===== config.mk =====
export PLATFORM = sky130hd
export DESIGN_NAME = scr_write_queue_flat
export DESIGN_NICKNAME = d
export VERILOG_FILES = /design/src/rtl/scr_write_queue_if.sv /design/src/rtl/scr_write_queue.sv /design/src/flat_wrapper.sv
export SDC_FILE = /design/constraint.sdc
export NUM_CORES = 1
export LEC_CHECK = 0
export BUFFER_PORTS_ARGS = -buffer_cell sky130_fd_sc_hd__buf_4
export CORE_UTILIZATION = 40
export DETAILED_ROUTE_END_ITERATION = 16
export PLACE_DENSITY_LB_ADDON = 0.3
export SLEW_MARGIN = 30
export SYNTH_ARGS = -nofsm -noshare
export SYNTH_HDL_FRONTEND = slang
export SYNTH_SLANG_ARGS = --single-unit

===== constraint.sdc =====
create_clock -name clk -period 4.4 [get_ports clk]
set_input_delay 0.88 -clock clk [delete_from_list [all_inputs] [get_ports clk]]
set_output_delay 0.88 -clock clk [all_outputs]
set_load 0.02 [all_outputs]

===== src/rtl/scr_write_queue_if.sv =====
// rtl/scr_write_queue_if.sv - host and screen-RAM signal bundle for scr_write_queue
//
// Purpose: groups the host write-request signals, status outputs and the
//          screen RAM port B write signals of scr_write_queue.
// Modports:
//   slave  - the queue itself (receives host requests, drives RAM + status)
//   master - the host / test driver side
// Signals:
//   addr_load, addr_in, auto_inc_en : address pointer control
//   wr_req, wr_data                 : host byte write request
//   ovf_clr                         : clear sticky overflow
//   ram_grant                       : RAM port B slot free this cycle
//   ram_addr, ram_data, ram_wren    : registered RAM write
//   cur_addr, level, full, empty, overflow : status
//   fill_req, fill_count, busy      : block fill (only with SCR_WRQ_FILL_EN)
interface scr_write_queue_if #(
   parameter int ADDR_W     = 16,
   parameter int DATA_W     = 8,
   parameter int DEPTH_LOG2 = 4
);
   logic                  addr_load;
   logic [ADDR_W-1:0]     addr_in;
   logic                  auto_inc_en;
   logic                  wr_req;
   logic [DATA_W-1:0]     wr_data;
   logic                  ovf_clr;
   logic                  ram_grant;
   logic [ADDR_W-1:0]     ram_addr;
   logic [DATA_W-1:0]     ram_data;
   logic                  ram_wren;
   logic [ADDR_W-1:0]     cur_addr;
   logic [DEPTH_LOG2:0]   level;
   logic                  full;
   logic                  empty;
   logic                  overflow;
`ifdef SCR_WRQ_FILL_EN
   logic                  fill_req;
   logic [ADDR_W-1:0]     fill_count;
   logic                  busy;
`endif

   modport slave (
      input  addr_load, addr_in, auto_inc_en, wr_req, wr_data, ovf_clr, ram_grant,
`ifdef SCR_WRQ_FILL_EN
      input  fill_req, fill_count,
      output busy,
`endif
      output ram_addr, ram_data, ram_wren, cur_addr, level, full, empty, overflow
   );

   modport master (
      output addr_load, addr_in, auto_inc_en, wr_req, wr_data, ovf_clr, ram_grant,
`ifdef SCR_WRQ_FILL_EN
      output fill_req, fill_count,
      input  busy,
`endif
      input  ram_addr, ram_data, ram_wren, cur_addr, level, full, empty, overflow
   );
endinterface


===== src/rtl/scr_write_queue.sv =====
// rtl/scr_write_queue.sv - buffered host write path into screen RAM port B
//
// Purpose: keeps a screen address pointer (optional auto-increment), queues
//          host byte writes as {address, data} entries and drains them into
//          screen RAM only on cycles where the display grants a free slot.
// Optional feature macro: SCR_WRQ_FILL_EN (block fill engine: fill_req,
//          fill_count, busy on the interface).
// Ports:
//   clk  - system clock, rising edge
//   rst  - asynchronous active-high reset
//   bus  - scr_write_queue_if.slave (host controls, RAM write, status)
module scr_write_queue #(
   parameter int ADDR_W     = 16,
   parameter int DATA_W     = 8,
   parameter int DEPTH_LOG2 = 4
) (
   input  logic             clk,
   input  logic             rst,
   scr_write_queue_if.slave bus
);
   localparam int DEPTH = 1 << DEPTH_LOG2;
   localparam int ENT_W = ADDR_W + DATA_W;
   localparam logic [DEPTH_LOG2:0]   LVL_FULL = (DEPTH_LOG2+1)'(DEPTH);
   localparam logic [DEPTH_LOG2:0]   LVL_ONE  = 1;
   localparam logic [DEPTH_LOG2-1:0] PTR_ONE  = 1;
   localparam logic [ADDR_W-1:0]     ADR_ONE  = 1;

   logic [ENT_W-1:0]      mem [DEPTH];
   logic [DEPTH_LOG2-1:0] wr_ptr, rd_ptr;
   logic [DEPTH_LOG2:0]   level_q;
   logic [ADDR_W-1:0]     cur_addr_q;
   logic                  overflow_q;
   logic [ADDR_W-1:0]     ram_addr_q;
   logic [DATA_W-1:0]     ram_data_q;
   logic                  ram_wren_q;

   logic                  full_w, empty_w;
   logic                  busy, fill_push;
   logic [DATA_W-1:0]     push_data;
   logic                  host_load, host_push, push_ok, pop, ovf_set, step;
   logic [ADDR_W-1:0]     eff_addr;

   assign full_w  = (level_q == LVL_FULL);
   assign empty_w = (level_q == '0);

`ifdef SCR_WRQ_FILL_EN
   logic                  busy_q;
   logic [DATA_W-1:0]     fill_data_q;
   logic [ADDR_W-1:0]     fill_remain_q;

   assign busy      = busy_q;
   // Fill stalls on full instead of dropping, so it never raises overflow.
   assign fill_push = busy_q && (fill_remain_q != '0) && !full_w;
   assign push_data = busy_q ? fill_data_q : bus.wr_data;
   assign bus.busy  = busy_q;

   always_ff @(posedge clk or posedge rst) begin
      if (rst) begin
         busy_q        <= 1'b0;
         fill_data_q   <= '0;
         fill_remain_q <= '0;
      end else if (!busy_q) begin
         if (bus.fill_req) begin
            busy_q        <= 1'b1;
            fill_data_q   <= bus.wr_data;
            fill_remain_q <= bus.fill_count;
         end
      end else if (fill_remain_q == '0) begin
         // Zero-length fill: busy is visible for exactly one cycle.
         busy_q <= 1'b0;
      end else if (fill_push) begin
         fill_remain_q <= fill_remain_q - ADR_ONE;
         if (fill_remain_q == ADR_ONE) busy_q <= 1'b0;
      end
   end
`else
   assign busy      = 1'b0;
   assign fill_push = 1'b0;
   assign push_data = bus.wr_data;
`endif

   // Host requests are locked out while a fill owns the pointer.
   assign host_load = bus.addr_load && !busy;
   assign host_push = bus.wr_req && !busy;
   // A same-cycle load redirects the entry being pushed to addr_in.
   assign eff_addr  = host_load ? bus.addr_in : cur_addr_q;
   // Pre-edge full decides acceptance, even if a pop frees a slot this edge.
   assign push_ok   = (host_push || fill_push) && !full_w;
   assign pop       = !empty_w && bus.ram_grant;
   assign ovf_set   = bus.wr_req && (busy || full_w);
   assign step      = busy || bus.auto_inc_en;

   always_ff @(posedge clk) begin
      if (push_ok) mem[wr_ptr] <= {eff_addr, push_data};
   end

   always_ff @(posedge clk or posedge rst) begin
      if (rst) begin
         wr_ptr     <= '0;
         rd_ptr     <= '0;
         level_q    <= '0;
         cur_addr_q <= '0;
         overflow_q <= 1'b0;
         ram_addr_q <= '0;
         ram_data_q <= '0;
         ram_wren_q <= 1'b0;
      end else begin
         if (push_ok) begin
            wr_ptr     <= wr_ptr + PTR_ONE;
            cur_addr_q <= step ? eff_addr + ADR_ONE : eff_addr;
         end else if (host_load) begin
            cur_addr_q <= bus.addr_in;
         end

         if (pop) begin
            rd_ptr     <= rd_ptr + PTR_ONE;
            ram_addr_q <= mem[rd_ptr][ENT_W-1:DATA_W];
            ram_data_q <= mem[rd_ptr][DATA_W-1:0];
            ram_wren_q <= 1'b1;
         end else begin
            ram_wren_q <= 1'b0;
         end

         case ({push_ok, pop})
            2'b10:   level_q <= level_q + LVL_ONE;
            2'b01:   level_q <= level_q - LVL_ONE;
            default: level_q <= level_q;
         endcase

         // Set has priority over clear.
         if (ovf_set)          overflow_q <= 1'b1;
         else if (bus.ovf_clr) overflow_q <= 1'b0;
      end
   end

   assign bus.ram_addr = ram_addr_q;
   assign bus.ram_data = ram_data_q;
   assign bus.ram_wren = ram_wren_q;
   assign bus.cur_addr = cur_addr_q;
   assign bus.level    = level_q;
   assign bus.full     = full_w;
   assign bus.empty    = empty_w;
   assign bus.overflow = overflow_q;
endmodule


===== src/flat_wrapper.sv =====
// flat-port wrapper written by rule: the top's interface ports become plain ports
module scr_write_queue_flat 
#(
   parameter int ADDR_W     = 16,
   parameter int DATA_W     = 8,
   parameter int DEPTH_LOG2 = 4
)
  (clk, rst, bus_addr_load, bus_addr_in, bus_auto_inc_en, bus_wr_req, bus_wr_data, bus_ovf_clr, bus_ram_grant, bus_ram_addr, bus_ram_data, bus_ram_wren, bus_cur_addr, bus_level, bus_full, bus_empty, bus_overflow);
  scr_write_queue_if #(.ADDR_W(ADDR_W), .DATA_W(DATA_W), .DEPTH_LOG2(DEPTH_LOG2)) bus_i ();
  input  logic clk;
  input  logic rst;
  input wire logic [$bits(bus_i.addr_load)-1:0] bus_addr_load;
  input wire logic [$bits(bus_i.addr_in)-1:0] bus_addr_in;
  input wire logic [$bits(bus_i.auto_inc_en)-1:0] bus_auto_inc_en;
  input wire logic [$bits(bus_i.wr_req)-1:0] bus_wr_req;
  input wire logic [$bits(bus_i.wr_data)-1:0] bus_wr_data;
  input wire logic [$bits(bus_i.ovf_clr)-1:0] bus_ovf_clr;
  input wire logic [$bits(bus_i.ram_grant)-1:0] bus_ram_grant;
  output wire logic [$bits(bus_i.ram_addr)-1:0] bus_ram_addr;
  output wire logic [$bits(bus_i.ram_data)-1:0] bus_ram_data;
  output wire logic [$bits(bus_i.ram_wren)-1:0] bus_ram_wren;
  output wire logic [$bits(bus_i.cur_addr)-1:0] bus_cur_addr;
  output wire logic [$bits(bus_i.level)-1:0] bus_level;
  output wire logic [$bits(bus_i.full)-1:0] bus_full;
  output wire logic [$bits(bus_i.empty)-1:0] bus_empty;
  output wire logic [$bits(bus_i.overflow)-1:0] bus_overflow;
  assign bus_i.addr_load = bus_addr_load;
  assign bus_i.addr_in = bus_addr_in;
  assign bus_i.auto_inc_en = bus_auto_inc_en;
  assign bus_i.wr_req = bus_wr_req;
  assign bus_i.wr_data = bus_wr_data;
  assign bus_i.ovf_clr = bus_ovf_clr;
  assign bus_i.ram_grant = bus_ram_grant;
  assign bus_ram_addr = bus_i.ram_addr;
  assign bus_ram_data = bus_i.ram_data;
  assign bus_ram_wren = bus_i.ram_wren;
  assign bus_cur_addr = bus_i.cur_addr;
  assign bus_level = bus_i.level;
  assign bus_full = bus_i.full;
  assign bus_empty = bus_i.empty;
  assign bus_overflow = bus_i.overflow;
  scr_write_queue #(.ADDR_W(ADDR_W), .DATA_W(DATA_W), .DEPTH_LOG2(DEPTH_LOG2)) u_core (.clk(clk), .rst(rst), .bus(bus_i));
endmodule

==> flow_metrics.py, run 1 <==
metrics = {
    "outcome": {
        "outcome": "completed",
    },
    "global_route": {
        "grt_usage_pct": 17.2,
        "grt_pass1_vias": 8822,
        "grt_max_degree": 46,
        "overflow": 0,
        "grt_pass1_wl_um": 55400,
        "antenna_found_initial": 0,
    },
    "synthesis": {
        "synthDistinctLibCells": 44,
        "synth_nets": 889,
        "yosysWarnings": 0,
        "synthCells": 847,
        "synth_area_sq_um": 17200,
        "ys_ff_latch": 439,
        "yosysSeqAreaShare_pct": 75.2,
        "syn_avg_cell_area_sq_um": 20.3,
    },
    "clocking": {
        "cts_setup_buffers": 0,
        "cts_made_buffers": 46,
        "cts_tree": "built",
        "clock_latency_ns": 0.56,
        "cts_hold_buf": 0,
        "cts_max_path_buffers": 3,
        "ctsResizeCount": 0,
        "clk_root_buffer_cell": "clkbuf_16",
        "cts.htree.levels": 2,
        "cts.sinks": 439,
        "cts.clk_slew.worst_paths_ns": 0.06,
    },
    "worst_setup_path": {
        "required_ns": 4.84,
        "crit_start": "u_core.bus.level[0]",
        "r2r-start": "u_core.bus.level[0]",
        "critPathKind": "reg2reg",
        "start_kind": "flip-flop",
        "endpoint_kind": "flip-flop",
        "reg2reg_slack_ns": 1.09,
        "r2r_cells": 11,
        "endpoint": "u_core.bus.level[4]",
        "r2r_end": "u_core.bus.level[4]",
        "cp.arrival_ns": 3.74,
        "critPathMaxFanout": 25,
    },
    "die": {
        "initial_core_util_pct": 40.7,
        "die_y_um": 209,
        "rows": 75,
        "die_width_um": 209,
        "dieArea_sq_um": 43800,
        "io_pins": 80,
        "coreArea_sq_um": 42100,
    },
    "timing": {
        "tns_ns": 0,
        "setup_viol": 0,
        "fin_crit_sh_pct": 75.1,
        "max_slew_margin_pct": 40.7,
        "hold_violations": 0,
        "rsz0062_at_grt": "no",
        "postLayoutSetupSlackWorst_ns": 1.09,
        "fin_crit_ns": 3.31,
        "fmax_mhz": 303,
        "worst_pin_slew_ns": 0.890,
        "slew_violations": 0,
        "fin_worst_skew_ns": 0.0246,
    },
    "routing": {
        "wl_um": 36600,
        "vias": 8371,
        "wl_per_cell_um": 23.8,
        "drc": 0,
        "dr.pass1.iters": 5,
        "ant_nets": 0,
        "viasPerCell": 5.45,
        "first_iter_violations": 621,
    },
    "finish": {
        "antennaDiodeCount": 0,
        "drive_above_1_share_pct": 31.4,
        "area_delta_synth_final_pct": 16.7,
        "nets": 1002,
    },
    "placed_design": {
        "place_congestion": 0.742,
        "numPortBuffers": 79,
        "place_hpwl_um": 21200,
        "pre_cts_slack_ns": 1.09,
    },
    "pwr": {
        "ir_drop_v": 0.000298,
        "power_density_nw_per_um2": 643,
        "p_leak_nw": 6.75,
    },
    "run": {
        "max_cap_viol_count": 0,
    },
    "worst_hold_path": {
        "hp-class": "in2async",
    },
}
==> flip-flops by register name, summed over array words and instances, names as in the netlist, 4 cells and up <==
name / cells
u_core.bus.ram_data: 8
u_core.bus.level: 5
u_core.bus.cur_addr: 16
u_core.rd_ptr: 4
u_core.wr_ptr: 4
u_core.mem: 384
u_core.bus.ram_addr: 16
==> per-layer routing <==
| layer | wire length [um] | vias up | global-route usage [%] |
|---|---|---|---|
| li1 | - | 3679 | - |
| met1 | 16100 | 4399 | 24.0 |
| met2 | 17800 | 229 | 27.9 |
| met3 | 1890 | 64 | 2.61 |
| met4 | 786 | 0 | 5.17 |
| met5 | 0 | - | 0 |
==> kinds of logic after synthesis <==
logic type	count (synthesis)	share of synthesized area, %
compound gates	82	3.11
xor+xnor	24	1.22
fa+ha+maj	11	0.845
buf+inv	58	1.64
flops	439	75.2
mux	134	15.0
simple gates	99	3.02
==> worst min-delay path by stage <==
stage	startpoint	endpoint	depth (start not counted)
final	rst	u_core.rd_ptr[1]	2
after global routing	rst	u_core.rd_ptr[1]	2
after CTS	rst	u_core.rd_ptr[1]	2
after detailed placement	u_core.bus.ram_data[2]	u_core.bus.ram_data[2]	2
after global placement	u_core.bus.ram_data[7]	u_core.bus.ram_data[7]	2
after floorplan	u_core.wr_ptr[3]	u_core.wr_ptr[3]	1
==> synthesized netlist by cell type <==
cell type	number	area (sq um)
xnor2_1	20	175
o22ai_2	1	12.5
nand3_1	7	35.0
buf_4	9	67.6
edfxtp_1	384	11500
nand4b_1	2	17.5
dfrtp_1	55	1380
mux4_2	96	2160
a21boi_1	1	7.51
nand4_1	6	37.5
a21oi_2	2	17.5
nor3_1	1	5.00
nor3b_1	1	7.51
o221ai_1	11	96.3
a21o_1	3	22.5
o22ai_1	27	169
a22o_1	1	8.76
a32o_1	1	10.0
inv_2	1	3.75
ha_1	10	125
or3b_2	1	8.76
buf_2	18	90.1
nor2b_1	3	18.8
and2_1	14	87.6
nand2b_1	4	25.0
nor4_1	1	6.26
or4_4	1	11.3
nor2_1	3	11.3
o21ai_4	1	16.3
xor2_1	4	35.0
a32oi_1	1	8.76
a21oi_1	15	75.1
inv_1	11	41.3
mux2_2	24	270
mux2i_1	14	140
o21ai_0	18	90.1
or2_2	2	12.5
buf_6	1	11.3
fa_1	1	20.0
and4_1	6	52.6
and3_1	1	6.26
nand2_2	1	6.26
nand2_1	45	169
clkbuf_1	18	67.6
==> final cells by class <==
type,count,area [sq um]
clock buffer,73,1360
inverter,12,45.0
clock inverter,13,183
fill,3476,22100
timing repair buffer,111,871
sequential,439,12900
tap,539,674
multi-input combinational,350,3980
==> critical path, cell delays in order, from the launching register on <==
cell,delay (ns)
dfrtp_1,0.44
or4_4,0.58
o21ai_4,0.13
buf_4,0.32
inv_2,0.06
ha_1,0.26
ha_1,0.33
nor2b_1,0.14
o21ai_0,0.22
a21oi_1,0.10
or3b_2,0.46
xnor2_1,0.14
==> report_power, final <==
part	total (mW)	switching (mW)	internal, mW
clock network	3.90	1.54	2.36
registers	5.58	0.429	5.15
logic	3.40	1.78	1.62
total	12.9	3.75	9.13
==> per-stage QoR <==
stage / cell area (sq um) / hold slack, ns / total power, mW / utilization (%) / instances
floorplan: 17200 / 0.528 / 7.98 / - / 847
global placement: 18500 / 0.469 / 9.11 / 43.9 / 1451
detailed placement: 18500 / 0.483 / 9.15 / 43.9 / 1451
CTS: 20000 / 0.424 / 13.1 / 47.5 / 1537
global route: 20000 / 0.446 / 13.5 / 47.5 / 1537
finish: 20000 / 0.418 / 12.9 / 47.5 / 1537
==> cells in the final DEF, fill, tap and decap left out, types with 15 or more instances in the layout <==
cell type,Yosys,layout
a21oi_1,15,15
buf_4,9,108
clkbuf_1,18,16
clkbuf_16,0,46
dfrtp_1,55,52
edfxtp_1,384,384
mux2_2,24,24
mux4_2,96,96
nand2_1,45,45
o21ai_0,18,18
o22ai_1,27,27
xnor2_1,20,20
(Power assumes the default switching activity.)
==> run 2, diff against run 1 <==
==> constraint.sdc (replaced) <==
create_clock -name clk -period 2.8 [get_ports clk]
set_input_delay 0.56 -clock clk [delete_from_list [all_inputs] [get_ports clk]]
set_output_delay 0.56 -clock clk [all_outputs]
set_load 0.02 [all_outputs]
==> run 2 against run 1 <==
Clock skew shrank 0.010 ns. Clock power grew 50%. Critical path depth shrank 1. Maximum frequency grew 26%. Design area grew 0.64%. Utilization grew 0.30 points. Critical path type unchanged. Via count grew 0.50%. Routed wire length shrank 0.68%. First-iteration DRC count grew 11%. Non-clock buffer count grew 7. Worst hold slack lost 0.31 ns.
==> flow_metrics.py, run 2 (synthesis gave the netlist of run 1 again) <==
metrics = {
    "timing": {
        "fin_crit_sh_pct": 93.7,
        "hold_violations": 0,
        "fmax_mhz": 381,
        "fin_worst_skew_ns": 0.0142,
        "postLayoutSetupSlackWorst_ns": 0.176,
        "rsz0062_at_grt": "no",
        "worst_pin_slew_ns": 0.772,
        "setup_viol": 0,
        "fin_crit_ns": 2.62,
        "max_slew_margin_pct": 48.6,
        "slew_violations": 0,
        "tns_ns": 0,
    },
    "routing": {
        "wl_um": 36300,
        "drc": 0,
        "first_iter_violations": 690,
        "wl_per_cell_um": 23.6,
        "dr.pass1.iters": 6,
        "viasPerCell": 5.46,
        "ant_nets": 0,
        "vias": 8413,
    },
    "pwr": {
        "ir_drop_v": 0.000533,
        "power.total_mw": 20.1,
        "p_leak_nw": 6.78,
        "power_density_nw_per_um2": 997,
    },
    "worst_setup_path": {
        "critPathKind": "reg2reg",
        "start_kind": "flip-flop",
        "reg2reg_slack_ns": 0.18,
        "cp.arrival_ns": 3.04,
        "critPathMaxFanout": 5,
        "required_ns": 3.21,
        "endpoint_kind": "flip-flop",
    },
    "finish": {
        "regArea_sq_um": 12900,
        "final_common_cell": "edfxtp_1",
        "layout_common_cells": "edfxtp_1 (384), buf_4 (105), mux4_2 (96)",
        "nets": 1009,
        "multi_input_area_sq_um": 4020,
        "antennaDiodeCount": 0,
        "area_delta_synth_final_pct": 17.4,
        "largest_reg_flops": 384,
        "stdcell_count": 1541,
        "fillCellCount": 3414,
        "fin_util_pct": 47.9,
        "drive_above_1_share_pct": 32.3,
        "regMostFlops": "u_core.mem",
    },
    "global_route": {
        "grt_pass1_wl_um": 55500,
        "grt_max_degree": 56,
        "antenna_found_initial": 0,
        "grt_pass1_vias": 8932,
        "grt_usage_pct": 17.1,
        "overflow": 0,
    },
    "clocking": {
        "clock_latency_ns": 0.54,
        "cts_hold_buf": 0,
        "cts.sinks": 439,
        "cts_max_path_buffers": 3,
        "clk_root_buffer_cell": "clkbuf_16",
        "cts_tree": "built",
        "cts.htree.levels": 2,
        "cts_made_buffers": 46,
        "cts.clk_slew.worst_paths_ns": 0.06,
    },
    "outcome": {
        "outcome": "completed",
    },
    "placed_design": {
        "place_congestion": 0.781,
        "numPortBuffers": 79,
        "pre_cts_slack_ns": 0.188,
        "place_hpwl_um": 20700,
        "dpl.cell_count": 1458,
    },
    "die": {
        "die_y_um": 209,
        "coreArea_sq_um": 42100,
        "initial_core_util_pct": 40.7,
        "die_width_um": 209,
        "io_pins": 80,
        "dieArea_sq_um": 43800,
        "rows": 75,
    },
    "worst_hold_path": {
        "hp-class": "in2async",
    },
    "run": {
        "max_cap_viol_count": 0,
    },
}
## run 2: cell count changes in the layout (fill, tap and decap cells not counted), sizes merged
cell	change
buf	+7
clkbuf	-4
clkinv	+3
bufinv	-1
inv	-1
## run 2: report_power, final
| group | internal (mW) | total, mW | switching, mW | leakage [nW] |
|---|---|---|---|---|
| combinational | 2.68 | 5.65 | 2.97 | 1.96 |
| clock | 3.50 | 5.84 | 2.34 | 0.710 |
| sequential | 8.10 | 8.62 | 0.520 | 4.11 |
## run 2: final timing paths
check | from | end | cells past startpoint
max reg2reg | u_core.bus.level[3] | u_core.bus.level[4] | 10
max in group asynchronous | rst | u_core.rd_ptr[3] | 3
min reg2reg | u_core.bus.ram_data[1] | u_core.bus.ram_data[1] | 2
min | rst | u_core.bus.level[3] | 3
min in group clk | bus_wr_req | u_core.bus.overflow | 2
max | u_core.bus.level[3] | u_core.bus.level[4] | 10
## run 2: what timing repair did
action | CTS | global route
gates resized for setup | 0 | 1
setup buffers | 0 | 0
setup endpoints to repair | 0 | 1
hold endpoints to repair | 0 | 0
## run 2: layout make-up
type / instances / area share, %
inverters: 12 / 0.223
repair buffers: 118 / 5.20
multi-input cells: 350 / 19.9
clock buffers: 69 / 6.49
flip-flops and latches: 439 / 64.1
well taps: 539 / 3.34
clock inverters: 14 / 0.732
## run 2: layer usage
metal / global-route usage (%) / vias to the layer above / routed length (um)
li1: - / 3693 / -
met1: 24.8 / 4462 / 16900
met2: 27.6 / 222 / 17500
met3: 2.46 / 36 / 1540
met4: 4.11 / 0 / 501
met5: 0 / - / 0
## run 2: worst max-delay path: stages, from the launching register on
cell and delay (ns):
dfrtp_2 0.44, or4_4 0.56, o21ai_4 0.18, inv_2 0.06, ha_4 0.18, ha_4 0.22
nor2b_1 0.12, o21ai_1 0.16, a21oi_1 0.08, or3b_4 0.37, xnor2_1 0.13
## run 2: stage by stage
stage / instance area (sq um) / hold WS, ns
floorplan: 17200 / 0.528
global placement: 18700 / 0.471
detailed placement: 18700 / 0.479
CTS: 20200 / 0.103
global route: 20200 / 0.125
finish: 20200 / 0.110
==> run 3, diff against run 2 <==
--- a/config.mk
+++ b/config.mk
@@ -8,7 +8,6 @@
 export BUFFER_PORTS_ARGS = -buffer_cell sky130_fd_sc_hd__buf_4
 export CORE_UTILIZATION = 40
 export DETAILED_ROUTE_END_ITERATION = 16
-export PLACE_DENSITY_LB_ADDON = 0.3
 export SLEW_MARGIN = 30
 export SYNTH_ARGS = -nofsm -noshare
 export SYNTH_HDL_FRONTEND = slang
==> run 3 against run 2 <==
Utilization up 0.092 points. Combinational power about the same. Via count down 1.0%. Cell count down 0.13%. Largest cell class unchanged.
==> flow_metrics.py, run 3 (synthesis gave the netlist of run 1 again) <==
metrics = {
    "timing": {
        "worst_pin_slew_ns": 0.627,
        "fin_crit_sh_pct": 93.9,
        "max_slew_margin_pct": 58.2,
        "rsz0062_at_grt": "no",
        "worst_hold_slack_ns": 0.0620,
        "slew_violations": 0,
        "fmax_mhz": 380,
        "fin_worst_skew_ns": 0.0155,
        "fin_crit_ns": 2.63,
        "hold_violations": 0,
        "setup_viol": 0,
    },
    "clocking": {
        "clk_root_buffer_cell": "clkbuf_16",
        "cts_setup_buffers": 0,
        "cts.sinks": 439,
        "cts_tree": "built",
        "cts.clk_slew.worst_paths_ns": 0.07,
        "cts_hold_buf": 0,
        "cts_max_path_buffers": 3,
        "ctsResizeCount": 0,
        "clock_latency_ns": 0.55,
        "cts.htree.levels": 2,
        "cts_made_buffers": 44,
    },
    "die": {
        "io_pins": 80,
        "coreArea_sq_um": 42100,
        "rows": 75,
        "initial_core_util_pct": 40.7,
        "die_y_um": 209,
        "dieArea_sq_um": 43800,
        "die_width_um": 209,
    },
    "finish": {
        "final_common_cell": "edfxtp_1",
        "largest_reg_flops": 384,
        "design_area_sq_um": 20200,
        "drive_above_1_share_pct": 32.5,
        "fin_util_pct": 47.9,
        "nets": 1006,
        "antennaDiodeCount": 0,
        "area_delta_synth_final_pct": 17.7,
        "layout_common_cells": "edfxtp_1 (384), buf_4 (100), mux4_2 (96)",
        "regMostFlops": "u_core.mem",
    },
    "global_route": {
        "grt_max_degree": 38,
        "grt_pass1_wl_um": 54500,
        "antenna_found_initial": 0,
        "overflow": 0,
        "grt_pass1_vias": 8674,
        "grt_usage_pct": 16.8,
    },
    "worst_setup_path": {
        "r2r_cells": 10,
        "required_ns": 3.23,
        "start_kind": "flip-flop",
        "endpoint_kind": "flip-flop",
        "r2r_end": "u_core.bus.level[4]",
        "cp.arrival_ns": 3.06,
        "critPathMaxFanout": 5,
        "critPathKind": "reg2reg",
        "reg2reg_slack_ns": 0.17,
        "r2r-start": "u_core.bus.level[3]",
    },
    "pwr": {
        "power.total_mw": 20.2,
        "clockPowerShare_pct": 29.3,
        "ir_drop_v": 0.000527,
        "power_density_nw_per_um2": 1000,
        "p_sw_share_pct": 29.2,
        "switchingPower_mw": 5.90,
        "p_leak_nw": 6.78,
        "combinationalPowerShare_pct": 27.9,
        "intPower_mw": 14.3,
        "seq_power_share_pct": 42.8,
    },
    "routing": {
        "first_iter_violations": 615,
        "vias": 8326,
        "wl_um": 36000,
        "drc": 0,
        "viasPerCell": 5.41,
        "ant_nets": 0,
        "wl_per_cell_um": 23.4,
        "dr.pass1.iters": 4,
    },
    "placed_design": {
        "placed_cell_area_sq_um": 18700,
        "place_hpwl_um": 20500,
        "place_congestion": 0.751,
        "numPortBuffers": 79,
    },
    "worst_hold_path": {
        "hp-class": "in2async",
    },
    "outcome": {
        "outcome": "completed",
    },
    "run": {
        "max_cap_viol_count": 0,
    },
}
## run 3: changes by cell type in the layout (fill, tap and decap cells not counted), sizes merged
| cell | before | now |
|---|---|---|
| clkbuf | 69 | 57 |
| inv | 13 | 15 |
| clkinv | 9 | 16 |
| buf | 118 | 117 |
| bufinv | 3 | 5 |
## run 3: per-layer routing
metal / routed length (um) / vias to the layer above / track usage, %
li1: - / 3679 / -
met1: 16600 / 4384 / 24.7
met2: 16800 / 203 / 26.1
met3: 1700 / 60 / 2.63
met4: 780 / 0 / 4.61
met5: 0 / - / 0
## run 3: final cells by class
type,count,area [sq um]
clock buffers,57,1190
repair buffers,117,1090
inverters,12,45.0
multi-input cells,350,4010
fillers,3453,21900
clock inverters,25,268
well taps,539,674
flip-flops and latches,439,12900
## run 3: metrics by stage
stage / cells / setup WS (ns) / TNS, ns
after global routing: 1539 / 0.0152 / 0
after CTS: 1539 / 0.174 / 0
after global placement: 1457 / 0.199 / 0
after floorplan: 847 / -0.00429 / -0.00429
final: 1539 / 0.170 / 0
after detailed placement: 1457 / 0.186 / 0
## run 3: how the worst max path moves through the flow
stage,startpoint,cells after the start,to
after CTS,u_core.bus.level[3],10,u_core.bus.level[4]
after global placement,u_core.bus.level[3],10,u_core.bus.level[4]
after detailed placement,u_core.bus.level[3],10,u_core.bus.level[4]
after global routing,u_core.bus.level[3],11,u_core.bus.level[4]
final,u_core.bus.level[3],10,u_core.bus.level[4]
after floorplan,u_core.bus.level[3],11,u_core.bus.level[4]
## run 3: worst max-delay path, stage by stage, from the launching register on
cell     delay (ns)
dfrtp_2        0.44
or4_4          0.56
o21ai_4        0.17
inv_2          0.06
ha_4           0.18
ha_4           0.22
nor2b_1        0.13
o21ai_1        0.17
a21oi_1        0.09
or3b_4         0.37
xnor2_1        0.13
## run 3: power groups by stage
stage / combinational (mW) / clock, mW / sequential [mW]
floorplan: 3.79 / 0 / 8.78
global placement: 5.71 / 0 / 8.77
detailed placement: 5.75 / 0 / 8.80
CTS: 5.77 / 6.04 / 8.67
global route: 6.12 / 6.31 / 8.74
finish: 5.63 / 5.93 / 8.65
